**src/rtl/fir_pkg.sv**
```systemverilog
// Shared FIR datapath constants used by the filter and its output sink.
package fir_pkg;

  localparam int unsigned FIR_IN_W  = 4;
  localparam int unsigned FIR_OUT_W = 8;

endpackage

```
**src/rtl/fir_sink_fifo.sv**
```systemverilog
// Synchronous FIFO with level tracking and a registered head-of-queue output.
module fir_sink_fifo #(
  parameter int unsigned DataW = 8,
  parameter int unsigned Depth = 8
) (
  input  logic                     clk_i,
  input  logic                     rst_ni,
  input  logic                     push_i,
  input  logic                     pop_i,
  input  logic [DataW-1:0]         wdata_i,
  output logic [DataW-1:0]         rdata_o,
  output logic [$clog2(Depth):0]   level_o,
  output logic                     full_o,
  output logic                     empty_o
);

  localparam int unsigned PtrW = $clog2(Depth);
  localparam int unsigned LvlW = PtrW + 1;

  logic [DataW-1:0] mem_q [Depth];
  logic [PtrW-1:0]  wr_ptr_q, wr_ptr_d;
  logic [PtrW-1:0]  rd_ptr_q, rd_ptr_d;
  logic [LvlW-1:0]  level_q, level_d;
  logic [DataW-1:0] rdata_q, rdata_d;

  always_comb begin
    wr_ptr_d = wr_ptr_q;
    rd_ptr_d = rd_ptr_q;
    level_d  = level_q;
    if (push_i) wr_ptr_d = wr_ptr_q + PtrW'(1);
    if (pop_i)  rd_ptr_d = rd_ptr_q + PtrW'(1);
    case ({push_i, pop_i})
      2'b10:   level_d = level_q + LvlW'(1);
      2'b01:   level_d = level_q - LvlW'(1);
      default: level_d = level_q;
    endcase
    // The next head may be the slot being written this cycle; forward it.
    if (level_d == '0) begin
      rdata_d = '0;
    end else if (push_i && (wr_ptr_q == rd_ptr_d)) begin
      rdata_d = wdata_i;
    end else begin
      rdata_d = mem_q[rd_ptr_d];
    end
  end

  always_ff @(posedge clk_i) begin
    if (push_i) mem_q[wr_ptr_q] <= wdata_i;
  end

  always_ff @(posedge clk_i or negedge rst_ni) begin
    if (!rst_ni) begin
      wr_ptr_q <= '0;
      rd_ptr_q <= '0;
      level_q  <= '0;
      rdata_q  <= '0;
    end else begin
      wr_ptr_q <= wr_ptr_d;
      rd_ptr_q <= rd_ptr_d;
      level_q  <= level_d;
      rdata_q  <= rdata_d;
    end
  end

  assign rdata_o = rdata_q;
  assign level_o = level_q;
  assign full_o  = (level_q == LvlW'(Depth));
  assign empty_o = (level_q == '0);

endmodule

```
**src/rtl/fir_output_sink.sv**
```systemverilog
// Receive end of the FIR output stream: FIFO buffering, drop/overflow tracking, counters.
// Optional 1-in-DECIM decimation is compiled in with FIR_SINK_DECIM_EN.
module fir_output_sink
  import fir_pkg::*;
#(
  parameter int unsigned DATA_W = FIR_OUT_W,
  parameter int unsigned DEPTH  = 8,
  parameter int unsigned CNT_W  = 16,
  parameter int unsigned DECIM  = 4
) (
  input  logic                      clk,
  input  logic                      rst_n,
  input  logic signed [DATA_W-1:0]  in_data,
  input  logic                      in_valid,
  output logic signed [DATA_W-1:0]  out_data,
  output logic                      out_valid,
  input  logic                      out_ready,
  output logic                      ovf,
  input  logic                      clr_ovf,
  output logic [CNT_W-1:0]          sample_cnt,
  output logic [CNT_W-1:0]          drop_cnt,
  output logic [$clog2(DEPTH):0]    level
);

  if ((DEPTH < 2) || ((DEPTH & (DEPTH - 1)) != 0)) begin : g_bad_depth
    $error("DEPTH must be a power of two and at least 2");
  end
  if (DECIM < 1) begin : g_bad_decim
    $error("DECIM must be at least 1");
  end

  logic keep, push, pop, drop, full, empty;
  logic [DATA_W-1:0] fifo_rdata;
  logic              ovf_q, ovf_d;
  logic [CNT_W-1:0]  sample_cnt_q, sample_cnt_d;
  logic [CNT_W-1:0]  drop_cnt_q, drop_cnt_d;

`ifdef FIR_SINK_DECIM_EN
  localparam int unsigned PhW = (DECIM > 1) ? $clog2(DECIM) : 1;

  logic [PhW-1:0] phase_q, phase_d;

  // Phase follows every valid input, whether or not the sample is kept or dropped.
  always_comb begin
    phase_d = phase_q;
    if (in_valid) phase_d = (phase_q == PhW'(DECIM - 1)) ? '0 : phase_q + PhW'(1);
  end

  always_ff @(posedge clk or negedge rst_n) begin
    if (!rst_n) phase_q <= '0;
    else        phase_q <= phase_d;
  end

  assign keep = (phase_q == '0);
`else
  assign keep = 1'b1;
`endif

  assign pop  = out_valid & out_ready;
  assign push = in_valid & keep & (~full | pop);
  assign drop = in_valid & keep & full & ~pop;

  always_comb begin
    sample_cnt_d = sample_cnt_q;
    ovf_d        = ovf_q;
    drop_cnt_d   = drop_cnt_q;
    if (push) sample_cnt_d = sample_cnt_q + CNT_W'(1);
    // A drop in the same cycle as clr_ovf takes priority over the clear.
    if (drop) begin
      ovf_d = 1'b1;
      if (clr_ovf)                 drop_cnt_d = CNT_W'(1);
      else if (drop_cnt_q != '1)   drop_cnt_d = drop_cnt_q + CNT_W'(1);
    end else if (clr_ovf) begin
      ovf_d      = 1'b0;
      drop_cnt_d = '0;
    end
  end

  always_ff @(posedge clk or negedge rst_n) begin
    if (!rst_n) begin
      sample_cnt_q <= '0;
      drop_cnt_q   <= '0;
      ovf_q        <= 1'b0;
    end else begin
      sample_cnt_q <= sample_cnt_d;
      drop_cnt_q   <= drop_cnt_d;
      ovf_q        <= ovf_d;
    end
  end

  fir_sink_fifo #(
    .DataW (DATA_W),
    .Depth (DEPTH)
  ) u_fifo (
    .clk_i   (clk),
    .rst_ni  (rst_n),
    .push_i  (push),
    .pop_i   (pop),
    .wdata_i (in_data),
    .rdata_o (fifo_rdata),
    .level_o (level),
    .full_o  (full),
    .empty_o (empty)
  );

  assign out_data   = fifo_rdata;
  assign out_valid  = ~empty;
  assign ovf        = ovf_q;
  assign sample_cnt = sample_cnt_q;
  assign drop_cnt   = drop_cnt_q;

endmodule

```
**config.mk**
```make
export PLATFORM = sky130hd
export DESIGN_NAME = fir_output_sink
export DESIGN_NICKNAME = d
export VERILOG_FILES = /design/src/rtl/fir_pkg.sv /design/src/rtl/fir_sink_fifo.sv /design/src/rtl/fir_output_sink.sv
export SDC_FILE = /design/constraint.sdc
export NUM_CORES = 1
export LEC_CHECK = 0
export CORE_ASPECT_RATIO = 1.4
export CORE_UTILIZATION = 55
export DETAILED_ROUTE_END_ITERATION = 16
export PLACE_DENSITY_LB_ADDON = 0.05
export SLEW_MARGIN = 20
export SYNTH_ARGS = -nofsm -noshare
export SYNTH_HDL_FRONTEND = slang
export SYNTH_HIERARCHICAL = 1
export SYNTH_SLANG_ARGS = --single-unit
export TNS_END_PERCENT = 1
```
**constraint.sdc**
```tcl
create_clock -name clk -period 4 [get_ports clk]
set_input_delay 0.8 -clock clk [delete_from_list [all_inputs] [get_ports clk]]
set_output_delay 0.8 -clock clk [all_outputs]
set_load 0.05 [all_outputs]
```
* After elaboration in Yosys (flattened, before gate mapping) *
Memory sizes are Yosys's and may differ from the RTL's.
Index checks and enable logic that the tools add are counted.

storage, ports and cells
  register bits = 51
  bits in writable memories = 64
  input port bits = 13
  output and inout port bits = 46
  memories = 1

memories
  name          words  bits a word  read ports  clocked after memory_dff  write ports  RTL line             text
  u_fifo.mem_q  8      8            1           0                         1            fir_sink_fifo.sv:20  logic [DataW-1:0] mem_q [Depth];

operators by class
  $add $sub $neg = 6
  equal/unequal tests = 5
  multiplexer cells = 12
  bitwise logic cells = 8
  reduce and logical (&&, ||, !) cells = 6

operators by type and width
  operator                                                               count
  16-bit two-way mux                                                     4
  16-bit by 1-bit adder with 16-bit output, second input constant        2
  8-bit two-way mux                                                      2
  16-bit inequality test, second input constant                          1
  4-bit logical NOT                                                      2
  4-bit one-hot mux with 2 select lines                                  1
  3-bit by 1-bit adder with 3-bit output, second input constant          2
  4-bit by 1-bit adder with 4-bit output, second input constant          1
  1-bit bitwise AND                                                      4
  4-bit equality test, second input constant                             1
  1-bit two-way mux                                                      4
  2-bit nonzero test                                                     2
  4-bit by 1-bit subtractor with 4-bit output, second input constant     1
  3-bit equality test                                                    1
  3-bit two-way mux                                                      1
  1-bit NOT                                                              3
  2-bit by 1-bit equality test with 1-bit output, second input constant  1
  2-bit equality test, second input constant                             1
  2-bit AND reduction                                                    1
  1-bit logical AND                                                      1
  1-bit OR                                                               1

* Logic depth before layout (Yosys ltp) *
  word-level depth = 9
  mapped depth = 14

* Hierarchy *
Netlist, hierarchy kept.

by module, submodules not included
  module           times used  cells each  area an instance (µm²)  sequential area each (µm²)
  fir_sink_fifo    1           312         4,225.3                 2,372.3
  fir_output_sink  1           159         1,624.1                 825.8

* Worst setup path after synthesis *
No wires, ideal clock.

  path type = reg-to-reg
  start point = reg u_fifo.level_q[0], in the netlist u_fifo/level_o[0]
  end point = reg u_fifo.rdata_q[0], in the netlist u_fifo/rdata_o[0]
  setup time = 168 ps
  data arrival time = 3,535 ps
  slack = 297 ps
  cell stages (with the launch flop) = 15
  buffers on the path = 2
  cell sequence = dfrtp_1 buf_2 nor4_1 nand2b_1 buf_6 a21boi_1 inv_1 ha_1 xor2_1 ha_1 a21oi_1 xnor2_1 a21boi_0 nor3_2 a211oi_1

on the way
  longest elaborated chain between the ends = 9
  elaborated cells between the ends (all ways) = 19
  classes of those cells = add/sub: 2; eq/ne: 4; mux: 4; bitwise: 5; reduce/logical: 3; memory: 1

RTL lines
  what                                                                                   RTL line                text
  from (decl)                                                                            fir_sink_fifo.sv:23     logic [LvlW-1:0] level_q, level_d;
  from (signal assigned)                                                                 fir_sink_fifo.sv:60     level_q <= level_d;
  4-bit logical NOT (*)                                                                  fir_sink_fifo.sv:68     assign empty_o = (level_q == '0);
  net empty                                                                              fir_output_sink.sv:32   logic keep, push, pop, drop, full, empty;
  1-bit NOT (*)                                                                          fir_output_sink.sv:107  assign out_valid = ~empty;
  1-bit bitwise AND (*)                                                                  fir_output_sink.sv:59   assign pop = out_valid & out_ready;
  1-bit OR (*)                                                                           fir_output_sink.sv:60   assign push = in_valid & keep & (~full | pop);
  1-bit bitwise AND (*)                                                                  fir_output_sink.sv:60
  net push                                                                               fir_output_sink.sv:32
  2-bit by 1-bit equality test with 1-bit output or 2-bit equality test (tied branches)  fir_sink_fifo.sv:32     case ({push_i, pop_i})
  4-bit one-hot mux with 2 select lines                                                  fir_sink_fifo.sv:32
  4-bit logical NOT                                                                      fir_sink_fifo.sv:38     if (level_d == '0) begin
  8-bit two-way mux (*)                                                                  fir_sink_fifo.sv:38
  net u_fifo.rdata_d[0]                                                                  fir_sink_fifo.sv:24     logic [DataW-1:0] rdata_q, rdata_d;
  to (signal assigned)                                                                   fir_sink_fifo.sv:61     rdata_q <= rdata_d;
  to (decl)                                                                              fir_sink_fifo.sv:24

Mark *: on every way through the listed nets, which the timed path passes. The rest lies on a longest branch.
A chain may end at the register's enable or synchronous reset.

* Worst setup path after layout *
  start point = in in_valid
  end point = reg u_fifo.rdata_q[4], in the netlist u_fifo/rdata_o[4]

on the way
  longest elaborated chain between the ends = 5
  elaborated cells between the ends (all ways) = 8
  classes of those cells = eq/ne: 2; mux: 3; bitwise: 1; reduce/logical: 2

RTL lines
  what                                                                                   RTL line               text
  from (decl)                                                                            fir_output_sink.sv:14  input logic in_valid,
  1-bit bitwise AND (*)                                                                  fir_output_sink.sv:60
  net push                                                                               fir_output_sink.sv:32
  2-bit by 1-bit equality test with 1-bit output or 2-bit equality test (tied branches)  fir_sink_fifo.sv:32
  4-bit one-hot mux with 2 select lines                                                  fir_sink_fifo.sv:32
  4-bit logical NOT                                                                      fir_sink_fifo.sv:38
  8-bit two-way mux (*)                                                                  fir_sink_fifo.sv:38
  net u_fifo.rdata_d[4]                                                                  fir_sink_fifo.sv:24

Marks and branches as above.

==> results.py <==
metrics = {
    "detailed_routing": {
        "drcViolationCount": 0,
        "vias_per_cell": 6.072,
        "vias": 4208,
        "dr_wl_met3_um": 639,
        "met2_length_um": 7087,
        "highest_layer": "met4",
        "dr.pass1.iters": 7,
        "drt-met1-wl_um": 5495,
        "drtIter0Drc": 260,
        "drtAntennaViolNets": 0,
        "wl_per_cell_um": 19.45,
        "routed_wl_um": 13480,
    },
    "synthesis": {
        "synth-seq-area-share_pct": 54.67,
        "synth_edf_count": 64,
        "synthFlopType": "edfxtp_1",
        "syn-num-nets": 491,
        "synthCells": 471,
        "yosys_warnings": 6,
        "synthArstFlopShare_pct": 44.35,
        "synth-seq-cells": 115,
        "synth_area_per_cell_um2": 12.42,
        "synthesis.area_um2": 5849,
        "yosysUniqueCellTypes": 57,
    },
    "power_and_ir_drop": {
        "p_sw_share_pct": 37.89,
        "leakagePower_nw": 2.764,
        "pwr_density_cell_nw_per_um2": 808.9,
        "power_mw": 5.848,
        "pwr-share-seq_pct": 30.3,
        "p_comb_share_pct": 41.8,
        "p_clk_share_pct": 27.9,
        "ir_worst_vdd_v": 0.0007848,
        "power.internal_mw": 3.632,
        "switching_power_mw": 2.216,
    },
    "placement": {
        "place_congestion": 0.7900,
        "dp_hpwl_um": 8861,
        "portBuffers": 58,
        "dp_cells": 661,
        "preCtsSetupSlack_ps": 350.3,
        "post_dp_cell_area_um2": 6588,
    },
    "clocking": {
        "ctsLongestPathBuffers": 2,
        "ctsHtreeMaxLevel": 4,
        "cts_made_buffers": 17,
        "root_buffer": "clkbuf_16",
        "path_clk_slew_ps": 50,
        "cts_resized": 0,
        "cts_tree": "built",
        "worstSkewPairLatency_ps": 410,
        "postCtsSetupRepairBufs": 0,
        "clock-sinks": 115,
        "cts_hold_buf": 0,
    },
    "finish": {
        "area_growth_pct": 23.59,
        "layoutNonFillerInstCount": 693,
        "nNetsFinal": 562,
        "final_area_um2": 7229,
        "drive_gt1_share_pct": 12.07,
        "layout_common_cells": "edfxtp_1 (64), mux2i_1 (62), clkdlybuf4s50_1 (57)",
        "diodes": 0,
        "final_common_cell": "edfxtp_1",
    },
    "setup_path": {
        "crit_fanout": 8,
        "worst-setup-path-type": "in2reg",
        "crit_path_end_kind": "flip-flop",
        "cp_data_arrival_time_ps": 3460,
        "critPathLaunchType": "input port",
        "required_ps": 4220,
    },
    "floorplan": {
        "ios": 59,
        "core_area_um2": 10350,
        "die_x_um": 89.16,
        "dieArea_um2": 11060,
        "start_util_pct": 56.52,
        "fp-row-count": 44,
        "die_h_um": 124.0,
    },
    "sta": {
        "maxSlewHeadroom_pct": 29.58,
        "finalSetupTns_ps": 0,
        "hold_viol_final": 0,
        "setup_viol": 0,
        "fin_skew_ps": 7.951,
        "rsz0062_at_grt": "false",
        "drv_slew": 0,
        "setup_ws_ps": 768.8,
        "clock.fmax_ghz": 0.3095,
        "worst_pin_slew_ps": 1040,
        "fin_crit_sh_pct": 80.78,
        "layout_min_cycle_time_ps": 3231,
    },
    "global_routing": {
        "grt_start_max_net_pins": 38,
        "grt_pass1_wl_um": 20840,
        "grt_overflow": 0,
        "grt_pass1_vias": 4161,
        "track_usage_pct": 26.18,
        "antenna_found_initial": 0,
    },
    "flow_run": {
        "cap_violations": 0,
    },
    "outcome": {
        "outcome": "finished, final reports clean",
    },
    "worst_hold_path": {
        "hold_class": "reg2reg",
    },
}
==> flip-flops by register name (all words and copies together) (netlist names) <==
signal and cells:
u_fifo/mem_q 64, u_fifo/level_o 4, u_fifo/rdata_o 8, u_fifo/wr_ptr_q 3, u_fifo/rd_ptr_q 3, sample_cnt 16
ovf 1, drop_cnt 16
==> cell type report <==
cell class	instances	area [um^2]
multi-input combinational	324	2469
clock buffer	21	460.4
timing repair buffer	77	718.2
clock inverter	11	181.4
tap	138	172.7
sequential	115	3199
fill	787	3120
inverter	7	28.78
==> worst paths after layout <==
| path | startpoint | endpoint | slack [ps] | cells after the start |
|---|---|---|---|---|
| hold reg to reg | sample_cnt[15]$_DFFE_PN0P_ | sample_cnt[15]$_DFFE_PN0P_ | 480 | 1 |
| min in group asynchronous | rst_n | u_fifo/wr_ptr_q[2]$_DFFE_PN0P_ | 500 | 1 |
| max in group asynchronous | rst_n | drop_cnt[9]$_DFFE_PN0P_ | 2750 | 2 |
| setup / recovery | in_valid | u_fifo/rdata_o[4]$_DFF_PN0_ | 770 | 11 |
| setup reg to reg | u_fifo/level_o[0]$_DFF_PN0_ | u_fifo/rdata_o[4]$_DFF_PN0_ | 880 | 12 |
| hold / removal | sample_cnt[15]$_DFFE_PN0P_ | sample_cnt[15]$_DFFE_PN0P_ | 480 | 1 |
==> cell usage after synthesis, drive strengths merged, types with 3 or more instances <==
master / n / share of area (%)
inv: 7 / 0.49
clkbuf: 6 / 0.38
nor4b: 4 / 0.60
nor3: 8 / 0.86
nand2: 18 / 1.2
nor4: 13 / 1.4
xnor2: 19 / 2.8
mux2i: 62 / 11
nor3b: 4 / 0.60
o21ai: 12 / 1.0
nand4: 13 / 1.4
xor2: 8 / 1.2
a21oi: 11 / 1.0
or3: 6 / 0.64
nand2b: 4 / 0.43
mux2: 4 / 0.77
ha: 7 / 1.5
buf: 19 / 2.2
a22o: 7 / 1.0
nor2: 16 / 1.0
a31oi: 6 / 0.64
edfxtp: 64 / 33
dfrtp: 51 / 22
nand3: 14 / 1.2
nor2b: 19 / 2.0
a211oi: 36 / 4.6
a21boi: 3 / 0.45
or4: 5 / 0.64
==> kinds of logic after synthesis <==
family | share of synthesized area, %
XOR/XNOR | 4.449
AND/OR/NAND/NOR | 13.20
multiplexers | 12.15
buffers and inverters | 3.123
adder cells (fa/ha/maj) | 1.497
AO/OA/AOI/OAI | 10.91
flip-flops | 54.67
==> layer usage <==
| layer | vias to the layer above | GRT usage [%] |
|---|---|---|
| li1 | 1959 | - |
| met1 | 2095 | 30.56 |
| met2 | 128 | 45.23 |
| met3 | 26 | 8.482 |
| met4 | 0 | 8.433 |
| met5 | - | 0 |
==> stage by stage <==
stage	hold WS, ps	util [%]
3_3_place_gp	461.0	63.65
6_report	478.0	69.85
2_1_floorplan	504.4	-
4_1_cts	481.6	69.85
3_5_place_dp	464.4	63.65
5_1_grt	523.7	69.85
==> critical path, cell delays in order <==
cell	delay, ps
clkdlybuf4s50_1	530
a21boi_1	230
inv_1	120
ha_1	280
xor2_1	180
ha_1	200
a21oi_1	160
xnor2_1	150
a21boi_0	150
nor3_2	500
a211oi_1	160
==> power by group through the flow <==
stage	clock, mW	sequential [mW]	combinational, mW
floorplan	0	1.99	1.57
global placement	0	1.77	2.35
detailed placement	0	1.78	2.41
CTS	1.66	1.77	2.43
global route	1.71	1.80	2.60
finish	1.63	1.77	2.44
Note: power is estimated with default switching activity, not from simulation.
